**config.mk**
```make
export PLATFORM = sky130hd
export DESIGN_NAME = pulse_stretch_gen_flat
export DESIGN_NICKNAME = d
export VERILOG_FILES = /design/src/rtl/pulse_stretch_gen_pkg.sv /design/src/rtl/pulse_stretch_gen_if.sv /design/src/rtl/pulse_width_counter.sv /design/src/rtl/pulse_stretch_gen.sv /design/src/flat_wrapper.sv
export SDC_FILE = /design/constraint.sdc
export NUM_CORES = 1
export LEC_CHECK = 0
export BUFFER_PORTS_ARGS = -buffer_cell sky130_fd_sc_hd__buf_4
export CAP_MARGIN = 20
export CORE_ASPECT_RATIO = 1.4
export CORE_UTILIZATION = 40
export CTS_CLUSTER_DIAMETER = 40
export CTS_CLUSTER_SIZE = 20
export DETAILED_ROUTE_END_ITERATION = 10
export SYNTH_ARGS = -nofsm -noshare
export SYNTH_HDL_FRONTEND = slang
export SYNTH_SLANG_ARGS = --single-unit
```
**constraint.sdc**
```tcl
create_clock -name clk -period 2.1 [get_ports clk]
set_input_delay 0.105 -clock clk [delete_from_list [all_inputs] [get_ports clk]]
set_output_delay 0.105 -clock clk [all_outputs]
set_load 0.01 [all_outputs]
```
**src/rtl/pulse_stretch_gen_pkg.sv**
```systemverilog
// Shared constants for strobe/level blocks: output polarity codes and a level helper.
// Pure definitions; no latency or flow control of its own.
package pulse_stretch_gen_pkg;

   localparam int POL_ACTIVE_HIGH = 0;
   localparam int POL_ACTIVE_LOW  = 1;

   // Map an internal active-high condition onto the physical pin level.
   function automatic logic pulse_level(input int pol, input logic active);
      return (pol == POL_ACTIVE_LOW) ? ~active : active;
   endfunction

endpackage

```
**src/rtl/pulse_stretch_gen_if.sv**
```systemverilog
// Trigger/width request and pulse/status outputs of the pulse stretcher.
// Master drives the trigger side; slave (the stretcher) drives the status side.
interface pulse_stretch_gen_if #(
   parameter int CNT_W = 8
);
   logic             trig_i;
   logic [CNT_W-1:0] width_i;
   logic             pulse_o;
   logic             busy_o;
   logic             done_o;
   logic             dropped_o;

   modport master (
      output trig_i, width_i,
      input  pulse_o, busy_o, done_o, dropped_o
   );

   modport slave (
      input  trig_i, width_i,
      output pulse_o, busy_o, done_o, dropped_o
   );
endinterface

```
**src/rtl/pulse_width_counter.sv**
```systemverilog
// Loadable down-counter timing the active pulse; is_last flags the final active cycle.
// Load takes priority over decrement; saturates at zero, never stalls.
module pulse_width_counter #(
   parameter int CNT_W = 8
) (
   input  logic             clk,
   input  logic             rst,
   input  logic             load,
   input  logic             dec,
   input  logic [CNT_W-1:0] load_val,
   output logic             is_last
);
   localparam logic [CNT_W-1:0] CNT_ONE = CNT_W'(1);

   logic [CNT_W-1:0] cnt;

   always_ff @(posedge clk or posedge rst) begin
      if (rst) begin
         cnt <= '0;
      end else if (load) begin
         cnt <= load_val;
      end else if (dec && (cnt != '0)) begin
         cnt <= cnt - CNT_ONE;
      end
   end

   assign is_last = (cnt == CNT_ONE);

endmodule

```
**src/rtl/pulse_stretch_gen.sv**
```systemverilog
// Stretches a 1-cycle trigger into a W-cycle level pulse; 1 cycle trig->pulse, all outputs registered.
// No backpressure: triggers are accepted, reloaded or reported via dropped_o every cycle.
module pulse_stretch_gen
   import pulse_stretch_gen_pkg::*;
#(
   parameter int OUT_POLARITY = POL_ACTIVE_HIGH,
   parameter int RETRIGGER    = 0,
   parameter int CNT_W        = 8
) (
   input  logic                clk,
   input  logic                rst,
   pulse_stretch_gen_if.slave  bus
);
   typedef enum logic {
      S_IDLE,
      S_ACTIVE
   } state_t;

   state_t state;
   logic   pulse_q;
   logic   busy_q;
   logic   done_q;
   logic   dropped_q;
   logic   is_last;
   logic   width_nz;
   logic   trig_take;
   logic   cnt_load;
   logic   cnt_dec;

   assign width_nz  = |bus.width_i;
   // A trigger is taken from IDLE, in the final active cycle, or anywhere when retriggerable.
   assign trig_take = bus.trig_i && ((state == S_IDLE) || is_last || (RETRIGGER != 0));
   assign cnt_load  = trig_take;
   assign cnt_dec   = (state == S_ACTIVE) && !trig_take;

   pulse_width_counter #(
      .CNT_W (CNT_W)
   ) u_width_counter (
      .clk      (clk),
      .rst      (rst),
      .load     (cnt_load),
      .dec      (cnt_dec),
      .load_val (bus.width_i),
      .is_last  (is_last)
   );

   always_ff @(posedge clk or posedge rst) begin
      if (rst) begin
         state     <= S_IDLE;
         pulse_q   <= pulse_level(OUT_POLARITY, 1'b0);
         busy_q    <= 1'b0;
         done_q    <= 1'b0;
         dropped_q <= 1'b0;
      end else begin
         done_q    <= 1'b0;
         dropped_q <= 1'b0;
         case (state)
            S_IDLE: begin
               if (bus.trig_i) begin
                  if (width_nz) begin
                     state   <= S_ACTIVE;
                     pulse_q <= pulse_level(OUT_POLARITY, 1'b1);
                     busy_q  <= 1'b1;
                  end else begin
                     done_q  <= 1'b1;
                  end
               end
            end
            S_ACTIVE: begin
               // A zero-width accept/reload acts as a stop request.
               if ((trig_take && !width_nz) || (!trig_take && is_last)) begin
                  state   <= S_IDLE;
                  pulse_q <= pulse_level(OUT_POLARITY, 1'b0);
                  busy_q  <= 1'b0;
                  done_q  <= 1'b1;
               end else if (bus.trig_i && !trig_take) begin
                  dropped_q <= 1'b1;
               end
            end
            default: begin
               state <= S_IDLE;
            end
         endcase
      end
   end

   assign bus.pulse_o   = pulse_q;
   assign bus.busy_o    = busy_q;
   assign bus.done_o    = done_q;
   assign bus.dropped_o = dropped_q;

endmodule

```
**src/flat_wrapper.sv**
```systemverilog
// flat-port wrapper written by rule: the top's interface ports become plain ports
module pulse_stretch_gen_flat import pulse_stretch_gen_pkg::*;
#(
   parameter int OUT_POLARITY = POL_ACTIVE_HIGH,
   parameter int RETRIGGER    = 0,
   parameter int CNT_W        = 8
)
  (clk, rst, bus_trig_i, bus_width_i, bus_pulse_o, bus_busy_o, bus_done_o, bus_dropped_o);
  pulse_stretch_gen_if #(.CNT_W(CNT_W)) bus_i ();
  input  logic clk;
  input  logic rst;
  input wire logic [$bits(bus_i.trig_i)-1:0] bus_trig_i;
  input wire logic [$bits(bus_i.width_i)-1:0] bus_width_i;
  output wire logic [$bits(bus_i.pulse_o)-1:0] bus_pulse_o;
  output wire logic [$bits(bus_i.busy_o)-1:0] bus_busy_o;
  output wire logic [$bits(bus_i.done_o)-1:0] bus_done_o;
  output wire logic [$bits(bus_i.dropped_o)-1:0] bus_dropped_o;
  assign bus_i.trig_i = bus_trig_i;
  assign bus_i.width_i = bus_width_i;
  assign bus_pulse_o = bus_i.pulse_o;
  assign bus_busy_o = bus_i.busy_o;
  assign bus_done_o = bus_i.done_o;
  assign bus_dropped_o = bus_i.dropped_o;
  pulse_stretch_gen #(.OUT_POLARITY(OUT_POLARITY), .RETRIGGER(RETRIGGER), .CNT_W(CNT_W)) u_core (.clk(clk), .rst(rst), .bus(bus_i));
endmodule
```
==> out/qor.txt, run 1 <==
CP Cell Sequence: inv_1, ha_1, or4bb_1, o31ai_1, o31a_1, a21oi_2
Power Density: 1290 nW/µm²
Critical Path Start Type: flop
Seq. cell area: 300 µm²
commonest cells in the netlist: 12 x dfrtp_1, 11 x nor2_1, 6 x a21oi_1, 6 x inv_1, 4 x nand2_1
antenna violations before repair: 0
Syn Nets: 92
worst path arrival time: 1970 ps
skew final: 0.741 ps
ys flop type: dfrtp_1
Total GRT Usage: 21.1%
xor and xnor area share after synthesis: 3.38%
worst min-delay path class: in -> reg
Multi-input gate area: 428 µm²
post-synthesis compound-gate area fraction: 26.2%
CTS resizes: 0
Slew headroom: 65.3%
Total Wirelength: 1780 µm
port buffer count: 14
H-tree Lvls: 1
critical path class: reg -> reg
first-pass GRT wire length: 2970 µm
sequential fraction of the synthesis area: 38.6%
Lkg Pwr: 0.000410 µW
vias post-DR: 653
WP data required: 2250 ps
Clock Path Buffers: 2
Clk Latency, worst-skew pair: 280 ps
routability cong.: 0.747
Tcrit/Tclk final: 86.9%
largest family of logic cells by synthesized area: compound AO/OA/AOI/OAI gates
Clock Sink Count: 12
adder-cell share of the synthesized area: 3.22%
MaxCap Viol Count: 0
number of remaining DRC errors: 0
Final Max Tran Viols: 0
initial core utilization: 43.1%
post-synthesis mux area share: 0%
CP Capture Type: flop
fill count: 180
Synth Instances: 79
TritonRoute pass-1 iters: 4
Core Area: 1800 µm²
die width: 39.3 µm
Most Used Layer, Global Route: met2
RSZ-0062 raised after global routing: false
Mean Syn Cell Area: 9.84 µm²
top-count cell post-synth: dfrtp_1
largest net degree at the start of global routing: 16
ratio of cells with drive above 1 in the final layout: 32.7%
status: complete, no violations
Die H: 54.2 µm
CTS Root Cell: clkbuf_4
post-synth top area cell: dfrtp_1
Overall Power: 1230 µW
I/O Pins: 15
Synth Area in Simple Gates: 22.2%
Hold Violations, Final: 0
measured slew at the worst slew-check pin: 518 ps
worst-path maximum fanout: 4
Peak VDD IR: 0.000632 V
Initial DRC Count: 5
Cell Area, Synth: 777 µm²
synthesis-stage register bit count: 12
share of the synthesized area in the top cell type: 38.6%
cts bufs inserted: 3
setup violators final: 0
met3 Resource Use GR: 3.72%
Clock Pin Slew Worst Setup and Hold Paths: 80 ps
# rows: 18
vias per cell: 5.53
CP max-delay cell: or4bb_1
Final Critical Period: 1830 ps
vias in the first global route: 674
count of cell types in the netlist: 35
ys async rst share: 100%
Synth area leaders: dfrtp_1 39%, nor2_1 5.3%, a21oi_1 3.9%
EDFF count, synth: 0
GR Overflow Total: 0
DIE AREA: 2130 µm²
Synth Warn #: 0
max frequency: 548 MHz
area growth from synthesis to layout: 22.2%
Wirelength per Cell: 15.0 µm
CP max stage delay: 550 ps
n_diodes: 0
Post-DRT Antenna Nets: 0
# nets final: 112
CTS tree: done
setup TNS: 0 ps
met2 usage: 38.3%
HPWL after DPL: 1320 µm
met1 usage: 23.3%
## worst paths after layout
path                                                from                             to  slack (ps)  cells after the start
setup / recovery           u_core.u_width_counter.cnt[0]  u_core.u_width_counter.cnt[6]         270                      6
hold / removal                            bus_width_i[2]  u_core.u_width_counter.cnt[2]          80                      3
setup reg to reg           u_core.u_width_counter.cnt[0]  u_core.u_width_counter.cnt[6]         270                      6
hold reg to reg                       u_core.bus.pulse_o             u_core.bus.pulse_o         550                      2
max in group asynchronous                            rst  u_core.u_width_counter.cnt[6]        1360                      3
min in group asynchronous                            rst              u_core.bus.done_o         410                      3
## timing repair
item	CTS	global route
hold buffers	1	0
endpoints found under the hold margin	12	0
buffers inserted	0	0
endpoints found under the setup margin	0	0
## cells by family (layout without fill, tap and decap cells)
kind of cell	Yosys count	count (layout)
buffers and inverters	9	28
DFF	12	12
AOI/OAI and AO/OA	23	23
xor gates and xnor gates	3	3
and+or+nand+nor	30	30
adders and majority gates	2	2
## layout make-up
class / instances / area share [%]
Inverter: 6 / 2.37
Timing Repair Buffer: 18 / 14.5
Tap cell: 20 / 2.64
Multi-Input combinational cell: 58 / 45.1
Clock buffer: 4 / 3.82
Sequential cell: 12 / 31.6
## layer usage
layer / vias up / part of all wire (%)
li1: 325 / -
met1: 315 / 41
met2: 9 / 54
met3: 4 / 2.4
met4: 0 / 1.7
met5: - / 0
## cells in the final DEF (no fill, tap or decap), types with 2 or more instances in the layout
master and count:
a21oi_1 6, a21oi_2 2, a31oi_1 2, buf_4 17
clkbuf_4 3, dfrtp_1 12, ha_1 2, inv_1 6
nand2_1 4, nand3_1 2, nor2_1 11, nor3_1 3
nor4_1 2, xnor2_1 3
## state kept, by name (all words and copies together) (netlist names)
| register | cells |
|---|---|
| u_core.bus.done_o | 1 |
| u_core.state | 1 |
| u_core.u_width_counter.cnt | 8 |
| u_core.bus.pulse_o | 1 |
| u_core.bus.dropped_o | 1 |
## stage by stage
step	cell area, µm²	util, %	cells	worst slack (ps)	hold WS (ps)
2_1_floorplan	777	-	79	295	-30.3
3_3_place_gp	903	50.1	113	378	154
3_5_place_dp	903	50.1	113	314	158
4_1_cts	950	52.7	118	292	81.8
5_1_grt	950	52.7	118	187	86.5
6_report	950	52.7	118	274	84.0
## critical path, delay by kind of cell, from the launching register on
family                     cells  cell delay, ps
and+or+nand+nor                1             550
buffers and inverters          1              80
adders and majority gates      1             160
AOI/OAI and AO/OA              3             480
DFF                            1             430
## where the power goes
part | switching (µW) | internal [µW] | leakage, µW
logic | 300 | 291 | 0.000247
registers | 124 | 325 | 0.000142
clock network | 82.7 | 105 | 0.0000210
total | 507 | 721 | 0.000410
No activity file was read; power rests on OpenSTA's default activity.
==> inputs of run 2 (changes only) <==
--- a/config.mk
+++ b/config.mk
@@ -5,6 +5,7 @@
 export SDC_FILE = /design/constraint.sdc
 export NUM_CORES = 1
 export LEC_CHECK = 0
+export ABC_AREA = 1
 export BUFFER_PORTS_ARGS = -buffer_cell sky130_fd_sc_hd__buf_4
 export CAP_MARGIN = 20
 export CORE_ASPECT_RATIO = 1.4
==> run 2 against run 1 <==
  * Synthesized cell count rose by 32%
  * Clock skew rose by 2.3 ps
  * Highest routed layer unchanged
  * Cell count rose by 19%
  * Hold slack improved by 5.2 ps
==> out/qor.txt, run 2 <==
ratio of cells with drive above 1 in the final layout: 19.2% (-13 points)
Clock Sink Count: 12 (unchanged)
ys flop type: dfrtp_1
vias post-DR: 746 (+14%)
Clk Latency, worst-skew pair: 280 ps (about the same)
vias in the first global route: 677 (+0.45%)
Setup crit end: u_core.u_width_counter.cnt[0]
n_diodes: 0 (unchanged)
Synth Warn #: 0 (unchanged)
port buffer count: 14 (unchanged)
CTS Root Cell: clkbuf_4
largest net degree at the start of global routing: 14 (-2)
die width: 38.7 µm (-1.4%)
CTS tree: done
H-tree Lvls: 1 (unchanged)
most frequent cells in the layout: 29 x nand3_1, 17 x nor2_1, 16 x buf_4
largest family of logic cells by synthesized area: simple AND/OR/NAND/NOR gates
Placed Area: 862 µm² (-4.6%)
Lkg Pwr: 0.000465 µW (+13%)
adder-cell share of the synthesized area: 3.32% (+0.096 points)
Hold Violations, Final: 0 (unchanged)
area growth from synthesis to layout: 20.4%
first-pass GRT wire length: 2850 µm (-4.2%)
Hold Worst Slack: 89.2 ps (+5.24 ps)
max reg flops: 8 (unchanged)
worst min-delay path class: in -> reg
worst path arrival time: 1660 ps (-310 ps)
initial core utilization: 42.9% (-0.18 points)
status: complete, no violations
Total Wirelength: 1630 µm (-8.2%)
number of remaining DRC errors: 0 (unchanged)
R2R Path Start: u_core.u_width_counter.cnt[0]
WP data required: 2260 ps (about the same)
max frequency: 668 MHz (+22%)
Initial DRC Count: 22 (+17)
Synth Instances: 104 (+32%)
post-synthesis mux area share: 0% (unchanged)
CP max stage delay: 410 ps (-140 ps)
placed cell count: 135 (+19%)
DIE AREA: 2070 µm² (-2.8%)
synthesis-stage register bit count: 12 (unchanged)
RSZ-0062 raised after global routing: false
RR Endpoint: u_core.u_width_counter.cnt[0]
Tcrit/Tclk final: 71.3% (-16 points)
setup violators final: 0 (unchanged)
sequential fraction of the synthesis area: 39.8% (+1.2 points)
HPWL after DPL: 1290 µm (-2.1%)
min setup slack post-route: 603 ps (+328 ps)
setup TNS: 0 ps (unchanged)
Cell Area, Synth: 754 µm² (-2.9%)
post-synthesis compound-gate area fraction: 6.14% (-20 points)
Mean Syn Cell Area: 7.25 µm² (-26%)
Final Critical Period: 1500 ps (-328 ps)
Clock Path Buffers: 2 (unchanged)
Syn Nets: 117 (+27%)
r2r setup slk: 600 ps (+330 ps)
top-count cell post-synth: nand3_1
Seq. cell area: 300 µm² (unchanged)
Die H: 53.4 µm (-1.4%)
commonest cells in the netlist: 29 x nand3_1, 17 x nor2_1, 14 x nand2_1
antenna violations before repair: 0 (unchanged)
TritonRoute pass-1 iters: 4 (unchanged)
pre-CTS WS: 622 ps (+308 ps)
Multi-input gate area: 375 µm² (-12%)
CP Capture Type: flop
routability cong.: 0.751 (+0.47%)
Peak VDD IR: 0.000262 V (-58%)
GR Overflow Total: 0 (unchanged)
Total GRT Usage: 20.0% (-1.1 points)
xor and xnor area share after synthesis: 2.32% (-1.1 points)
CP max-delay cell: dfrtp_1
MaxCap Viol Count: 0 (unchanged)
Wirelength per Cell: 11.6 µm (-23%)
measured slew at the worst slew-check pin: 475 ps (-42.9 ps)
Power Density: 498 nW/µm² (-61%)
worst-path maximum fanout: 10 (+6)
Synth area leaders: dfrtp_1 40%, nand3_1 19%, nor2_1 8.5%
# rows: 18 (unchanged)
Worst path most repeated cell: nand2_1
ys async rst share: 100% (unchanged)
# nets final: 134 (+20%)
commonest non-fill, non-tap cell in the layout: nand3_1
post-synth top area cell: dfrtp_1
post-route insts no fill: 140 (+19%)
Clock Pin Slew Worst Setup and Hold Paths: 80 ps (about the same)
vias per cell: 5.33 (-3.7%)
Final Max Tran Viols: 0 (unchanged)
Slew headroom: 68.3% (+2.9 points)
Synth Area in Simple Gates: 38.0% (+16 points)
CP Cell Sequence: inv_1, ha_1, nand2_1, o21ai_1, buf_4, nor2_1, nand2_1, nand3_1
share of the synthesized area in the top cell type: 39.8% (+1.2 points)
fill count: 179 (-0.56%)
skew final: 3.00 ps (+2.26 ps)
Post-DRT Antenna Nets: 0 (unchanged)
I/O Pins: 15 (unchanged)
critical path class: reg -> reg
count of cell types in the netlist: 17 (-51%)
cts bufs inserted: 3 (unchanged)
Final Cell Area: 908 µm² (-4.3%)
EDFF count, synth: 0 (unchanged)
Critical Path Start Type: flop
Worst Reg-to-Reg Cells: 8 (+2)
Biggest register: u_core.u_width_counter.cnt
crit path from: u_core.u_width_counter.cnt[0]
Core Area: 1760 µm² (-2.5%)
==> run 2: worst max-delay path, delay by kind of cell (launching register included) <==
kind / cells / cell delay [ps]
flops: 1 / 410
buf+inv: 2 / 320
simple gates: 4 / 270
fa+ha+maj: 1 / 210
compound gates: 1 / 180
==> run 2: layout make-up <==
| type | count | area share (%) |
|---|---|---|
| Clock buffer | 4 | 3.99 |
| Timing Repair Buffer | 17 | 14.3 |
| Tap cell | 20 | 2.75 |
| Multi-Input combinational cell | 76 | 41.3 |
| Inverter | 11 | 4.55 |
| Sequential cell | 12 | 33.1 |
==> run 2: what timing repair did <==
action / 4_1_cts / 5_1_grt
hold buffers: 1 / 0
endpoints found under the hold margin: 12 / 0
resized for setup: 0 / 0
buffers inserted: 0 / 0
==> run 2: power by group <==
part | switching [µW] | internal [µW] | leakage, µW
combinational | 15.0 | 15.9 | 0.000304
clock | 84.0 | 105 | 0.0000210
sequential | 0.277 | 232 | 0.000140
==> run 2: kinds of logic (layout without fill, tap and decap cells) <==
kind of cell / Yosys count / count (layout)
buffers and inverters: 16 / 32
AOI/OAI and AO/OA: 8 / 8
DFF: 12 / 12
and+or+nand+nor: 64 / 64
adders and majority gates: 2 / 2
xor gates and xnor gates: 2 / 2
==> run 2: how the worst min path moves through the flow <==
stage	startpoint	to	slack, ps	cells past startpoint
6_report	bus_width_i[1]	u_core.u_width_counter.cnt[1]	90	3
3_5_place_dp	rst	u_core.u_width_counter.cnt[5]	150	2
5_1_grt	bus_width_i[0]	u_core.u_width_counter.cnt[0]	90	3
3_3_place_gp	rst	u_core.u_width_counter.cnt[5]	160	2
2_1_floorplan	rst	u_core.bus.done_o	-30	1
4_1_cts	bus_width_i[0]	u_core.u_width_counter.cnt[0]	100	3
==> run 2: stage by stage <==
stage | util, % | power [µW]
global placement | 49.1 | 267
CTS | 51.7 | 454
finish | 51.7 | 452
floorplan | - | 247
global route | 51.7 | 472
detailed placement | 49.1 | 267
==> run 2: metal layers <==
metal	part of all wire [%]	GRT usage, %
met1	45	24.7
met4	2.1	10.3
met3	5.2	4.20
met5	0	0
met2	48	31.7
==> inputs of run 3 (changes only) <==
--- a/config.mk
+++ b/config.mk
@@ -5,7 +5,7 @@
 export SDC_FILE = /design/constraint.sdc
 export NUM_CORES = 1
 export LEC_CHECK = 0
-export ABC_AREA = 1
+export ABC_AREA = 0
 export BUFFER_PORTS_ARGS = -buffer_cell sky130_fd_sc_hd__buf_4
 export CAP_MARGIN = 20
 export CORE_ASPECT_RATIO = 1.4
==> constraint.sdc (replaced) <==
create_clock -name clk -period 1.2 [get_ports clk]
set_input_delay 0.06 -clock clk [delete_from_list [all_inputs] [get_ports clk]]
set_output_delay 0.06 -clock clk [all_outputs]
set_load 0.01 [all_outputs]
==> run 3 against run 2 <==
  * The run now ends with negative setup slack left
  * Wire length grew 27%
  * First-iteration DRC count shrank 82%
  * Critical endpoint is now u_core.u_width_counter.cnt[6]
  * Hold slack lost 67 ps
  * Sequential power grew to 3.2 times the previous value
  * Via count shrank 1.2%
  * Register-to-register slack lost 1100 ps
  * Critical path depth shrank 2
  * Core utilization grew 19 points
  * Clock-buffer cell count shrank 1
  * Non-clock buffer count grew 22
  * Cell area grew 40%
==> out/qor.txt, run 3 (synthesis results as in run 1) <==
status: finished with violations
failing checks: negative setup slack
DIE AREA: 2130 µm² (+2.9%)
commonest non-fill, non-tap cell in the layout: buf_4
port buffer count: 14 (unchanged)
WP depth: 6 (-2)
vias post-DR: 737 (-1.2%)
Final Max Tran Viols: 0 (unchanged)
cell family with most CP delay: simple AND/OR/NAND/NOR gates
worst min-delay path class: in -> reg
CP Cell Sequence: inv_2, ha_4, or4bb_4, o31ai_4, o31a_1, a21oi_2
first-pass GRT wire length: 3290 µm (+16%)
Die H: 54.2 µm (+1.4%)
RSZ-0062 raised after global routing: true
Total GRT Usage: 23.8% (+3.8 points)
Wirelength per Cell: 15.0 µm (+29%)
CP max stage delay: 490 ps (+80 ps)
post-route insts no fill: 138 (-1.4%)
Total Wirelength: 2070 µm (+27%)
worst-path maximum fanout: 2 (-8)
Initial DRC Count: 4 (-82%)
Clock Pin Slew Worst Setup and Hold Paths: 70 ps (about the same)
Lkg Pwr: 0.000538 µW (+16%)
CP Capture Type: flop
HPWL after DPL: 1360 µm (+5.8%)
H-tree Lvls: 1 (unchanged)
largest net degree at the start of global routing: 13 (-1)
measured slew at the worst slew-check pin: 507 ps (+31.5 ps)
initial core utilization: 43.1% (+0.18 points)
Final Cell Area: 1270 µm² (+40%)
CTS tree: done
Clock Sink Count: 12 (unchanged)
Placed Area: 1040 µm² (+21%)
vias in the first global route: 765 (+13%)
fill count: 133 (-26%)
MaxCap Viol Count: 0 (unchanged)
Clock Path Buffers: 2 (unchanged)
n_diodes: 0 (unchanged)
Hold Violations, Final: 0 (unchanged)
GR Overflow Total: 0 (unchanged)
max frequency: 596 MHz (-11%)
critical path class: reg -> reg
post-layout util: 70.6% (+19 points)
Power Density: 2290 nW/µm² (+360%)
area growth from synthesis to layout: 63.8%
WP data required: 1370 ps (-890 ps)
Biggest register: u_core.u_width_counter.cnt
Clk Latency, worst-skew pair: 280 ps (about the same)
Final Critical Period: 1680 ps (+179 ps)
vias per cell: 5.34 (+0.23%)
max reg flops: 8 (unchanged)
antenna violations before repair: 0 (unchanged)
Critical Path Start Type: flop
min setup slack post-route: -477 ps (-1080 ps)
CP Buf/Inv Count: 1 (-1)
Core Area: 1800 µm² (+2.6%)
Slew headroom: 65.9% (-2.4 points)
Tcrit/Tclk final: 140% (+68 points)
setup violators final: 12 (+12)
skew final: 2.30 ps (-0.703 ps)
I/O Pins: 15 (unchanged)
TritonRoute pass-1 iters: 4 (unchanged)
CP max-delay cell: or4bb_4
ratio of cells with drive above 1 in the final layout: 61.0% (+42 points)
# nets final: 133 (-0.75%)
die width: 39.3 µm (+1.4%)
worst path arrival time: 1850 ps (+190 ps)
CTS Root Cell: clkbuf_4
Worst Reg-to-Reg Cells: 6 (-2)
number of remaining DRC errors: 0 (unchanged)
most frequent cells in the layout: 31 x buf_4, 12 x dfrtp_1, 7 x nor2_1
WHS Path Cells: 2 (-1)
routability cong.: 0.842 (+12%)
placed cell count: 128 (-5.2%)
cts bufs inserted: 3 (unchanged)
# rows: 18 (unchanged)
Peak VDD IR: 0.00140 V (+430%)
Post-DRT Antenna Nets: 0 (unchanged)
[run 3: cell count changes in the layout (fill, tap and decap cells not counted), moves of 3 or more]
cell     previous run  this run
buf_4              16        31
o21ai_0             4         0
a21oi_1             1         5
nand2_1            14         3
inv_1              11         4
nor2_1             17         7
nand3_1            29         1
a21oi_2             0         3
buf_6               0         6
[run 3: worst paths after layout]
kind / start / endpoint / slack (ps)
worst max-delay path: u_core.u_width_counter.cnt[1] / u_core.u_width_counter.cnt[6] / -480
worst min-delay path: bus_width_i[1] / u_core.u_width_counter.cnt[1] / 20
min in group asynchronous: rst / u_core.u_width_counter.cnt[6] / 360
worst min register to register: u_core.bus.pulse_o / u_core.bus.pulse_o / 550
max in group asynchronous: rst / u_core.bus.dropped_o / 500
worst max register to register: u_core.u_width_counter.cnt[1] / u_core.u_width_counter.cnt[6] / -480
[run 3: area by class of cell]
class                      instances  area (µm²)  area share [%]
clock buffer                       3        22.5            1.77
timing repair buffer              39         330            26.0
tap                               20        25.0            1.97
multi-input combinational         58         572            44.9
sequential                        12         300            23.6
inverter                           6        22.5            1.77
[run 3: worst reg2reg max path, delay by kind of cell, from the launching register on]
| kind | cells | cell delay [ps] |
|---|---|---|
| buffers and inverters | 1 | 90 |
| adder cells (fa/ha/maj) | 1 | 130 |
| AND/OR/NAND/NOR | 1 | 490 |
| AO/OA/AOI/OAI | 3 | 470 |
| flip-flops | 1 | 390 |
[run 3: where the power goes]
| part | leakage [µW] | internal (µW) | switching (µW) |
|---|---|---|---|
| Sequential | 0.000142 | 570 | 161 |
| Clock | 0.0000138 | 117 | 138 |
| Combinational | 0.000383 | 1030 | 904 |
[run 3: repair_timing]
action	in CTS	in global routing
gates resized for setup	21	7
setup buffers	5	1
hold buffers	1	0
pin swaps	16	3
setup endpoints to repair	12	12
hold endpoints to repair	12	0
[run 3: layer usage]
metal | part of all wire [%] | global-route usage (%)
met5 | 0 | 0
met4 | 3.7 | 16.7
met3 | 3.1 | 4.96
met2 | 56 | 38.9
met1 | 37 | 26.7
[run 3: metrics by stage]
step | setup slack, ps | total power [µW] | hold slack, ps | TNS [ps]
after CTS | -431 | 2790 | 25.8 | -3030
after global placement | -390 | 2140 | 108 | -3600
after detailed placement | -444 | 2150 | 118 | -3660
after global routing | -518 | 3100 | 24.6 | -3800
final | -477 | 2910 | 22.6 | -3080
after floorplan | -464 | 1590 | -75.3 | -3990
